$ cat config.mk
export PLATFORM = sky130hd
export DESIGN_NAME = muldiv_unit
export DESIGN_NICKNAME = d
export VERILOG_FILES = /design/src/rtl/muldiv_pkg.sv /design/src/rtl/muldiv_step.sv /design/src/rtl/muldiv_unit.sv
export SDC_FILE = /design/constraint.sdc
export NUM_CORES = 1
export LEC_CHECK = 0
export CELL_PAD_IN_SITES_DETAIL_PLACEMENT = 1
export CELL_PAD_IN_SITES_GLOBAL_PLACEMENT = 2
export CORE_ASPECT_RATIO = 0.5
export CORE_MARGIN = 3
export CORE_UTILIZATION = 35
export CTS_CLUSTER_DIAMETER = 80
export DETAILED_ROUTE_END_ITERATION = 6
export PLACE_DENSITY = 0.84
export SETUP_SLACK_MARGIN = 0.1
export SLEW_MARGIN = 20
export SYNTH_ARGS = -nofsm -noshare
export SYNTH_HDL_FRONTEND = slang
export SYNTH_SLANG_ARGS = --single-unit
$ cat constraint.sdc
create_clock -name clk -period 6.97 [get_ports clk]
set_input_delay 1.394 -clock clk [delete_from_list [all_inputs] [get_ports clk]]
set_output_delay 1.394 -clock clk [all_outputs]
set_load 0.02 [all_outputs]
$ cat src/rtl/muldiv_pkg.sv
// Shared definitions for the iterative multiply/divide unit.
// Contents: operation codes, FSM state encoding, op-decode helpers.
package muldiv_pkg;

   localparam int unsigned OP_W = 3;

   // Bit0 set = unsigned variant
   typedef enum logic [OP_W-1:0] {
      OP_MULT  = 3'd0,
      OP_MULTU = 3'd1,
      OP_DIV   = 3'd2,
      OP_DIVU  = 3'd3,
      OP_MADD  = 3'd4,
      OP_MADDU = 3'd5,
      OP_MSUB  = 3'd6,
      OP_MSUBU = 3'd7
   } op_e;

   typedef enum logic [1:0] {
      ST_IDLE = 2'd0,
      ST_RUN  = 2'd1,
      ST_FIX  = 2'd2,
      ST_DONE = 2'd3
   } state_e;

   function automatic logic is_div(input logic [OP_W-1:0] op);
      return (op[2:1] == 2'b01);
   endfunction

   function automatic logic is_unsigned(input logic [OP_W-1:0] op);
      return op[0];
   endfunction

   function automatic logic is_acc(input logic [OP_W-1:0] op);
      return op[2];
   endfunction

   function automatic logic is_sub(input logic [OP_W-1:0] op);
      return (op[2:1] == 2'b11);
   endfunction

endpackage

$ cat src/rtl/muldiv_step.sv
// One iteration of the multiply/divide engine (purely combinational).
// Multiply: {hi,lo} holds partial product / remaining multiplier bits; one
//           shift-add step using multiplicand i_b.
// Divide:   hi holds partial remainder, lo holds dividend shifting into
//           quotient; one restoring trial-subtract step against divisor i_b.
// Ports: i_is_div selects the step type; i_hi/i_lo current working pair;
//        i_b multiplicand or divisor; o_hi/o_lo next working pair.
module muldiv_step #(
   parameter int unsigned WIDTH = 32
) (
   input  logic             i_is_div,
   input  logic [WIDTH-1:0] i_hi,
   input  logic [WIDTH-1:0] i_lo,
   input  logic [WIDTH-1:0] i_b,
   output logic [WIDTH-1:0] o_hi,
   output logic [WIDTH-1:0] o_lo
);

   logic [WIDTH:0] w_sum;
   logic [WIDTH:0] w_shift;
   logic [WIDTH:0] w_diff;

   always_comb begin
      // Carry out of the add lands in hi[MSB] after the right shift
      w_sum   = {1'b0, i_hi} + (i_lo[0] ? {1'b0, i_b} : '0);
      w_shift = {i_hi, i_lo[WIDTH-1]};
      // Remainder stays below the divisor, so bit WIDTH of the
      // difference is a clean borrow flag
      w_diff  = w_shift - {1'b0, i_b};
      o_hi    = '0;
      o_lo    = '0;
      if (i_is_div) begin
         if (!w_diff[WIDTH]) begin
            o_hi = w_diff[WIDTH-1:0];
            o_lo = {i_lo[WIDTH-2:0], 1'b1};
         end else begin
            o_hi = w_shift[WIDTH-1:0];
            o_lo = {i_lo[WIDTH-2:0], 1'b0};
         end
      end else begin
         o_hi = w_sum[WIDTH:1];
         o_lo = {w_sum[0], i_lo[WIDTH-1:1]};
      end
   end

endmodule

$ cat src/rtl/muldiv_unit.sv
// Iterative multi-cycle multiply/divide unit for the execute stage.
// Ports: clk/rst_n clock and async active-low reset; start/op/opa/opb issue
//        request; acc_hi/acc_lo forwarded HI/LO for MADD/MSUB; cancel flushes
//        an in-flight op; pause stall request (combinational); done one-cycle
//        result strobe; hi_out/lo_out registered HI/LO result.
module muldiv_unit
   import muldiv_pkg::*;
#(
   parameter int unsigned WIDTH = 32,
   parameter int unsigned CNT_W = 6
) (
   input  logic             clk,
   input  logic             rst_n,
   input  logic             start,
   input  logic [OP_W-1:0]  op,
   input  logic [WIDTH-1:0] opa,
   input  logic [WIDTH-1:0] opb,
   input  logic [WIDTH-1:0] acc_hi,
   input  logic [WIDTH-1:0] acc_lo,
   input  logic             cancel,
   output logic             pause,
   output logic             done,
   output logic [WIDTH-1:0] hi_out,
   output logic [WIDTH-1:0] lo_out
);

   state_e             r_state;
   state_e             w_state_nxt;
   logic [CNT_W-1:0]   r_cnt;
   logic               r_is_div;
   logic               r_is_acc;
   logic               r_is_sub;
   logic               r_sign_a;
   logic               r_neg;
   logic [WIDTH-1:0]   r_hi;
   logic [WIDTH-1:0]   r_lo;
   logic [WIDTH-1:0]   r_b;
   logic [WIDTH-1:0]   r_acc_hi;
   logic [WIDTH-1:0]   r_acc_lo;
   logic               r_done;
   logic [WIDTH-1:0]   r_hi_out;
   logic [WIDTH-1:0]   r_lo_out;

   logic               w_accept;
   logic               w_last;
   logic               w_sign_a;
   logic               w_sign_b;
   logic [WIDTH-1:0]   w_abs_a;
   logic [WIDTH-1:0]   w_abs_b;
   logic [WIDTH-1:0]   w_step_hi;
   logic [WIDTH-1:0]   w_step_lo;
   logic [2*WIDTH-1:0] w_prod;
   logic [2*WIDTH-1:0] w_prod_s;
   logic [2*WIDTH-1:0] w_acc;
   logic [WIDTH-1:0]   w_quo;
   logic [WIDTH-1:0]   w_rem;
   logic [WIDTH-1:0]   w_res_hi;
   logic [WIDTH-1:0]   w_res_lo;

   assign done   = r_done;
   assign hi_out = r_hi_out;
   assign lo_out = r_lo_out;

   // Operand conditioning at issue: magnitudes plus sign flags
   always_comb begin
      w_sign_a = !is_unsigned(op) && opa[WIDTH-1];
      w_sign_b = !is_unsigned(op) && opb[WIDTH-1];
      w_abs_a  = w_sign_a ? -opa : opa;
      w_abs_b  = w_sign_b ? -opb : opb;
      w_accept = (r_state == ST_IDLE) && start && !cancel;
      w_last   = (r_cnt == CNT_W'(WIDTH - 1));
   end

   muldiv_step #(
      .WIDTH (WIDTH)
   ) u_step (
      .i_is_div (r_is_div),
      .i_hi     (r_hi),
      .i_lo     (r_lo),
      .i_b      (r_b),
      .o_hi     (w_step_hi),
      .o_lo     (w_step_lo)
   );

   // Sign fix-up and accumulation applied in FIX
   always_comb begin
      w_prod   = {r_hi, r_lo};
      w_prod_s = r_neg ? -w_prod : w_prod;
      w_acc    = {r_acc_hi, r_acc_lo};
      w_quo    = r_neg ? -r_lo : r_lo;
      // Divide by zero leaves |opa| in the remainder, so restoring the
      // dividend's sign reproduces opa exactly
      w_rem    = r_sign_a ? -r_hi : r_hi;
      w_res_hi = '0;
      w_res_lo = '0;
      if (r_is_div) begin
         if (r_b == '0) begin
            w_res_hi = w_rem;
            w_res_lo = '1;
         end else begin
            w_res_hi = w_rem;
            w_res_lo = w_quo;
         end
      end else if (r_is_acc) begin
         if (r_is_sub) begin
            {w_res_hi, w_res_lo} = w_acc - w_prod_s;
         end else begin
            {w_res_hi, w_res_lo} = w_acc + w_prod_s;
         end
      end else begin
         {w_res_hi, w_res_lo} = w_prod_s;
      end
   end

   // FSM state register
   always_ff @(posedge clk or negedge rst_n) begin
      if (!rst_n) begin
         r_state <= ST_IDLE;
      end else begin
         r_state <= w_state_nxt;
      end
   end

   // FSM next state and stall request
   always_comb begin
      w_state_nxt = r_state;
      pause       = 1'b0;
      case (r_state)
         ST_IDLE: begin
            if (w_accept) begin
               w_state_nxt = ST_RUN;
               pause       = 1'b1;
            end
         end
         ST_RUN: begin
            pause = 1'b1;
            if (cancel) begin
               w_state_nxt = ST_IDLE;
            end else if (w_last) begin
               w_state_nxt = ST_FIX;
            end
         end
         ST_FIX: begin
            pause       = 1'b1;
            w_state_nxt = cancel ? ST_IDLE : ST_DONE;
         end
         ST_DONE: begin
            w_state_nxt = ST_IDLE;
         end
         default: begin
            w_state_nxt = ST_IDLE;
         end
      endcase
   end

   // Working registers, iteration counter and result registers
   always_ff @(posedge clk or negedge rst_n) begin
      if (!rst_n) begin
         r_cnt    <= '0;
         r_is_div <= 1'b0;
         r_is_acc <= 1'b0;
         r_is_sub <= 1'b0;
         r_sign_a <= 1'b0;
         r_neg    <= 1'b0;
         r_hi     <= '0;
         r_lo     <= '0;
         r_b      <= '0;
         r_acc_hi <= '0;
         r_acc_lo <= '0;
         r_done   <= 1'b0;
         r_hi_out <= '0;
         r_lo_out <= '0;
      end else begin
         r_done <= (r_state == ST_FIX) && !cancel;
         case (r_state)
            ST_IDLE: begin
               if (w_accept) begin
                  r_cnt    <= '0;
                  r_is_div <= is_div(op);
                  r_is_acc <= is_acc(op);
                  r_is_sub <= is_sub(op);
                  r_sign_a <= w_sign_a;
                  r_neg    <= w_sign_a ^ w_sign_b;
                  r_hi     <= '0;
                  r_lo     <= w_abs_a;
                  r_b      <= w_abs_b;
                  r_acc_hi <= acc_hi;
                  r_acc_lo <= acc_lo;
               end
            end
            ST_RUN: begin
               r_cnt <= r_cnt + CNT_W'(1);
               r_hi  <= w_step_hi;
               r_lo  <= w_step_lo;
            end
            ST_FIX: begin
               if (!cancel) begin
                  r_hi_out <= w_res_hi;
                  r_lo_out <= w_res_lo;
               end
            end
            default: begin
            end
         endcase
      end
   end

endmodule

==> results of run 1 <==
-- sequential cells by signal, indices dropped and copies added, names as in the netlist --
register  cells
r_is_sub      1
r_sign_a      1
r_hi         32
r_acc_hi     32
r_neg         1
r_state       2
r_b          32
r_lo         32
r_cnt         6
r_is_div      1
r_acc_lo     32
r_is_acc      1
hi_out       32
lo_out       32
done          1
-- cells in the mapped netlist (all sizes together), types with 23 or more instances --
master	number	area share [%]
or3	34	0.85
xnor2	189	6.6
o21bai	45	1.4
nor3	60	1.2
nor2	285	4.3
a21oi	279	5.6
nand4	32	0.80
o21ai	346	7.0
nand2b	35	0.88
nand2	502	7.6
nor4	48	1.2
ha	191	9.6
a221oi	23	0.81
o21a	24	0.72
a31oi	26	0.65
a21o	59	1.8
xor2	94	3.3
clkbuf	196	2.9
a211oi	24	0.72
mux2i	56	2.2
o31ai	37	1.1
nand3	51	1.0
o22ai	43	1.1
dfrtp	238	24
inv	175	2.6
-- through the flow --
| step | instances | instance area [um^2] |
|---|---|---|
| 2_1_floorplan | 3402 | 24900 |
| 3_3_place_gp | 4393 | 27800 |
| 3_5_place_dp | 4393 | 27800 |
| 4_1_cts | 4445 | 28900 |
| 5_1_grt | 4446 | 29000 |
| 6_report | 4446 | 29000 |
-- worst max-delay path, delay by kind of cell, from the launching register on --
kind,cells,cell delay (ps)
buffers and inverters,2,300
xor gates and xnor gates,2,470
adders and majority gates,1,390
and+or+nand+nor,9,3660
DFF,1,460
AOI/OAI and AO/OA,5,1100
-- worst max path at each step --
stage,start,end,slack (ps),depth (start not counted)
final,r_lo[4],hi_out[30],450,19
after global routing,r_lo[1],hi_out[30],110,23
after CTS,r_lo[1],hi_out[28],210,23
after detailed placement,r_lo[4],hi_out[30],260,19
after global placement,r_hi[0],hi_out[31],240,27
after floorplan,r_lo[0],hi_out[21],990,27
-- logic make-up after synthesis --
family                   count (synthesis)
AO/OA/AOI/OAI                         1073
XOR/XNOR                               283
adder cells (fa/ha/maj)                195
buffers and inverters                  389
flip-flops                             238
multiplexers                            59
AND/OR/NAND/NOR                       1165
-- layout make-up --
type | count | area, um^2 | share of cell area (%)
inverters | 179 | 672 | 2.32
flip-flops and latches | 238 | 5960 | 20.6
clock buffers | 36 | 792 | 2.73
multi-input cells | 2775 | 17700 | 61.0
repair buffers | 257 | 2450 | 8.45
clock inverters | 16 | 253 | 0.872
well taps | 945 | 1180 | 4.08
-- routing by layer --
| metal | vias up | GRT usage (%) | wire length, um |
|---|---|---|---|
| met3 | 97 | 2.92 | 3760 |
| li1 | 12200 | - | - |
| met2 | 480 | 43.3 | 46200 |
| met1 | 12800 | 37.5 | 49400 |
| met4 | 0 | 5.26 | 2080 |
| met5 | - | 0 | 0 |
-- what timing repair did --
action                     CTS  global route
setup endpoints to repair    0            10
resized for setup            0            25
buffers inserted             0             1
==> results.py, run 1 <==
metrics = {
    "floorplan": {
        "die_area_um2": 74700,
        "die_w_um": 384,
        "die_y_um": 195,
        "initial_core_util_pct": 35.8,
        "num_rows": 68,
        "core-area_um2": 69800,
        "io_pins": 201,
    },
    "yosys": {
        "synth_cells": 3402,
        "netlist_area_um2": 24900,
        "synth_edf_count": 0,
        "synth.net_count": 3732,
        "seq_area_frac_synth_pct": 23.9,
        "synth.distinct_cells": 87,
        "yosys.area_share.simple_pct": 21.1,
        "synth_compound_area_share_pct": 26.9,
        "synth-xor-area-share_pct": 9.94,
        "synth_seq_cells": 238,
        "synth-async-reset-ratio_pct": 100,
        "synth-adder-area-share_pct": 9.90,
        "synthFlopType": "dfrtp_1",
        "synth.avg_cell_area_um2": 7.33,
        "ys_warn_count": 0,
        "synth_top_family_by_area": "compound AO/OA/AOI/OAI gates",
        "muxShareOfSynthArea_pct": 2.38,
    },
    "final_layout": {
        "areaGrowthSynthToFinish_pct": 16.2,
        "drive_gt1_share_pct": 5.17,
        "final_common_cell": "nand2_1",
        "fin_nets": 3809,
        "nFillCells": 8575,
        "mostFrequentLayoutCells": "nand2_1, o21ai_0, nor2_1",
        "utilization_pct": 41.5,
        "diodes": 0,
    },
    "critical_path": {
        "cp_data_arrival_time_ps": 7010,
        "endpoint_kind": "register",
        "crit_fanout": 7,
        "start_kind": "register",
        "cp_slowest_cell": "or4_1",
        "critPathKind": "reg -> reg",
        "r2r_cells": 19,
        "worst_ep_required_time_ps": 7460,
        "r2r_start": "r_lo[4]",
        "ff2ff_setup_slack_ps": 450,
        "r2r-end": "hi_out[30]",
        "crit_top_cell": "or4_1",
        "crit_chain": "or4_1, or3_1, or4_1, nor2_2, nand3_1, nand2_1, xor2_1, inv_1, ha_1, inv_1, or4_1, nor4_2, o2111ai_1, a21oi_2, a2111oi_1, o311ai_0, nand3_1, xor2_1, o22ai_1",
        "slowest_delay_ps": 710,
    },
    "global_routing": {
        "grt_pass1_wl_um": 158000,
        "grt_pass1_vias": 26100,
        "grt_remaining_overflow": 0,
        "grt_util_all_layers_pct": 26.4,
        "grt_max_degree": 110,
        "antenna_found_initial": 0,
    },
    "drt": {
        "wl_um": 101000,
        "ant_nets": 0,
        "viasPerCell": 5.75,
        "drcViolationCount": 0,
        "vias": 25600,
        "drt-initial-drc-count": 1642,
        "dr.pass1.iters": 5,
        "wire_per_inst_um": 22.8,
    },
    "clocking": {
        "numCtsBuffers": 28,
        "cts_hold_buffers": 0,
        "cts_buffer_depth": 3,
        "ctsHtreeMaxLevel": 1,
        "cts-root-buf": "clkbuf_16",
        "clkLatencyLatePin_ps": 610,
        "cts_tree": "done",
        "path_clk_slew_ps": 70,
        "clock-sinks": 238,
    },
    "timing": {
        "setup_violations": 0,
        "slew_violations": 0,
        "fin_crit_sh_pct": 93.6,
        "hold_ws_ps": 482,
        "hold_viol": 0,
        "tightestPinTransition_ps": 1080,
        "rsz0062_at_grt": "no",
        "finalClockSkew_ps": 19.3,
        "max_freq_mhz": 153,
        "timing.final.ws_setup_ps": 448,
        "slew-limit-headroom_pct": 28.1,
        "fin_tns_setup_ps": 0,
        "min_period_ps": 6520,
    },
    "worst_hold_path": {
        "whs_path_depth": 2,
        "hp-start": "hi_out[8]",
        "hp-class": "reg -> reg",
        "hold_end": "hi_out[8]",
    },
    "placement": {
        "dpl.hpwl_um": 78300,
        "place.gp.congestion": 0.938,
        "numPortBuffers": 200,
        "pre_cts_slack_ps": 259,
    },
    "outcome": {
        "status": "completed",
    },
    "run": {
        "maxCapViolCount": 0,
    },
}
Power of run 1 is not shown: default switching activity piles up to over one toggle a cycle in this logic, so the estimate is an artifact.
==> run 2, diff against run 1 <==
--- a/config.mk
+++ b/config.mk
@@ -9,12 +9,14 @@
 export CELL_PAD_IN_SITES_GLOBAL_PLACEMENT = 2
 export CORE_ASPECT_RATIO = 0.5
 export CORE_MARGIN = 3
-export CORE_UTILIZATION = 35
+export CORE_UTILIZATION = 36
+export CTS_BUF_LIST = sky130_fd_sc_hd__clkbuf_2 sky130_fd_sc_hd__clkbuf_4 sky130_fd_sc_hd__clkbuf_8
 export CTS_CLUSTER_DIAMETER = 80
 export DETAILED_ROUTE_END_ITERATION = 6
-export PLACE_DENSITY = 0.84
+export PLACE_DENSITY = 0.86
 export SETUP_SLACK_MARGIN = 0.1
 export SLEW_MARGIN = 20
 export SYNTH_ARGS = -nofsm -noshare
 export SYNTH_HDL_FRONTEND = slang
 export SYNTH_SLANG_ARGS = --single-unit
+export TNS_END_PERCENT = 100
==> run 2 against run 1 <==
  * Global-route usage increased by 1.2 points
  * Routed wire length grew 0.14%
  * Utilization is 1.0 points higher
  * Sequential share of layout area rose by 0.11 points
  * Clock skew rose by 23 ps
  * Register-to-register slack worse by 20 ps
  * Final cell count fell by 0.40%
  * Non-clock buffer count increased by 10
  * Clock-buffer cell count grew 23
==> results.py, run 2 (same netlist as run 1, synthesis figures left out) <==
metrics = {
    "clocking": {
        "cts_tree": "done",
        "clkLatencyLatePin_ps": 660,
        "cts_hold_buffers": 0,
        "ctsResizeCount": 1,
        "cts_buffer_depth": 3,
        "cts-root-buf": "clkbuf_8",
        "path_clk_slew_ps": 70,
        "numCtsBuffers": 40,
        "ctsHtreeMaxLevel": 2,
        "clock-sinks": 238,
        "cts_setup_buffers": 0,
    },
    "final_layout": {
        "seqCellArea_um2": 5960,
        "nFillCells": 8346,
        "final_area_um2": 28800,
        "drive_gt1_share_pct": 5.81,
        "fin_nets": 3831,
        "fin_cells": 4428,
        "multi_input_area_um2": 17700,
        "mostFrequentLayoutCells": "nand2_1, o21ai_0, nor2_1",
        "areaGrowthSynthToFinish_pct": 15.5,
        "final_common_cell": "nand2_1",
    },
    "placement": {
        "place.gp.congestion": 0.917,
        "dpl_cell_area_um2": 27800,
        "dpl.hpwl_um": 78400,
        "numPortBuffers": 200,
        "dp_cells": 4356,
        "pre_cts_slack_ps": -38.8,
    },
    "worst_hold_path": {
        "hp-class": "reg -> reg",
        "hp-start": "lo_out[19]",
    },
    "critical_path": {
        "worst_ep_required_time_ps": 7500,
        "crit_chain": "or4_1, or3_4, or4_1, nor2_1, nand3_1, nand2_1, xor2_1, inv_1, ha_1, inv_1, or4_1, nor4_4, o2111ai_1, a21oi_2, a2111oi_0, buf_4, o311ai_0, nand3_1, xor2_1, o22ai_1",
        "crit_fanout": 9,
        "critPathKind": "reg -> reg",
        "r2r_start": "r_lo[6]",
        "start_kind": "register",
        "cp_data_arrival_time_ps": 7070,
        "endpoint_kind": "register",
        "worstSetupStartpoint": "r_lo[6]",
        "slowest_delay_ps": 670,
        "crit_top_cell": "or4_1",
        "cp_slowest_cell": "or4_1",
    },
    "timing": {
        "fin_tns_setup_ps": 0,
        "fin_crit_sh_pct": 93.9,
        "slew_violations": 0,
        "finalClockSkew_ps": 42.4,
        "timing.final.ws_setup_ps": 427,
        "tightestPinTransition_ps": 964,
        "slew-limit-headroom_pct": 35.6,
        "hold_viol": 0,
        "rsz0062_at_grt": "no",
        "max_freq_mhz": 153,
        "setup_violations": 0,
        "min_period_ps": 6540,
    },
    "floorplan": {
        "core-area_um2": 67700,
        "initial_core_util_pct": 36.8,
        "die_w_um": 378,
        "num_rows": 67,
        "die_area_um2": 72700,
        "io_pins": 201,
        "die_y_um": 192,
    },
    "global_routing": {
        "grt_pass1_vias": 26200,
        "grt_remaining_overflow": 0,
        "grt_max_degree": 97,
        "grt_util_all_layers_pct": 27.6,
        "grt_pass1_wl_um": 158000,
        "antenna_found_initial": 1,
    },
    "drt": {
        "wl_um": 102000,
        "drcViolationCount": 0,
        "dr.pass1.iters": 5,
        "vias": 25800,
        "wire_per_inst_um": 22.9,
        "viasPerCell": 5.83,
        "drt-initial-drc-count": 1806,
        "ant_nets": 0,
    },
    "outcome": {
        "status": "completed",
    },
    "run": {
        "maxCapViolCount": 0,
    },
}
run 2: cell count changes in the layout (fill, tap and decap cells not counted), sizes merged:
cell | previous run | this run
clkinv | 11 | 10
bufinv | 6 | 3
clkinvlp | 1 | 3
buf | 58 | 68
clkbuf | 36 | 59
diode | 0 | 1
inv | 177 | 175
run 2: cell type report:
type | instances | share of cell area (%)
repair buffers | 267 | 8.73
inverters | 179 | 2.33
clock buffers | 59 | 2.56
flip-flops and latches | 238 | 20.7
diodes | 1 | 0.00868
multi-input cells | 2775 | 61.3
clock inverters | 12 | 0.495
well taps | 897 | 3.89
run 2: path summary, 6_finish.rpt:
kind | to | slack [ps] | cells after the start
min in group asynchronous | r_acc_lo[21] | 780 | 1
min reg2reg | lo_out[19] | 480 | 2
max reg2reg | hi_out[30] | 430 | 20
max | hi_out[30] | 430 | 20
min | lo_out[19] | 480 | 2
max in group asynchronous | r_acc_hi[26] | 4780 | 2
run 2: per-layer routing:
metal / vias up / wire [um] / GRT usage (%)
met5: - / 0 / 0
met4: 0 / 2010 / 6.31
met3: 123 / 4380 / 3.11
met2: 591 / 46300 / 45.0
met1: 12800 / 48900 / 39.2
li1: 12300 / - / -
run 2: worst max-delay path: cells and delay by family (launching register included):
kind	cells	cell delay [ps]
AO/OA/AOI/OAI	5	1110
AND/OR/NAND/NOR	9	3480
buffers and inverters	3	460
flip-flops	1	500
adder cells (fa/ha/maj)	1	390
XOR/XNOR	2	440
run 2: metrics by stage:
stage / hold WS [ps] / utilization (%)
2_1_floorplan: 472 / -
3_3_place_gp: 462 / 41.1
3_5_place_dp: 469 / 41.1
4_1_cts: 484 / 42.4
5_1_grt: 501 / 42.5
6_report: 478 / 42.5
Power of run 2 is left out for the same reason.
==> run 3, diff against run 2 <==
--- a/config.mk
+++ b/config.mk
@@ -13,6 +13,7 @@
 export CTS_BUF_LIST = sky130_fd_sc_hd__clkbuf_2 sky130_fd_sc_hd__clkbuf_4 sky130_fd_sc_hd__clkbuf_8
 export CTS_CLUSTER_DIAMETER = 80
 export DETAILED_ROUTE_END_ITERATION = 6
+export HOLD_SLACK_MARGIN = 0.02
 export PLACE_DENSITY = 0.86
 export SETUP_SLACK_MARGIN = 0.1
 export SLEW_MARGIN = 20
==> results of run 3 <==
No change in the layout: final DEF, timing and power equal those of run 2.
Power of run 3 is left out for the same reason.
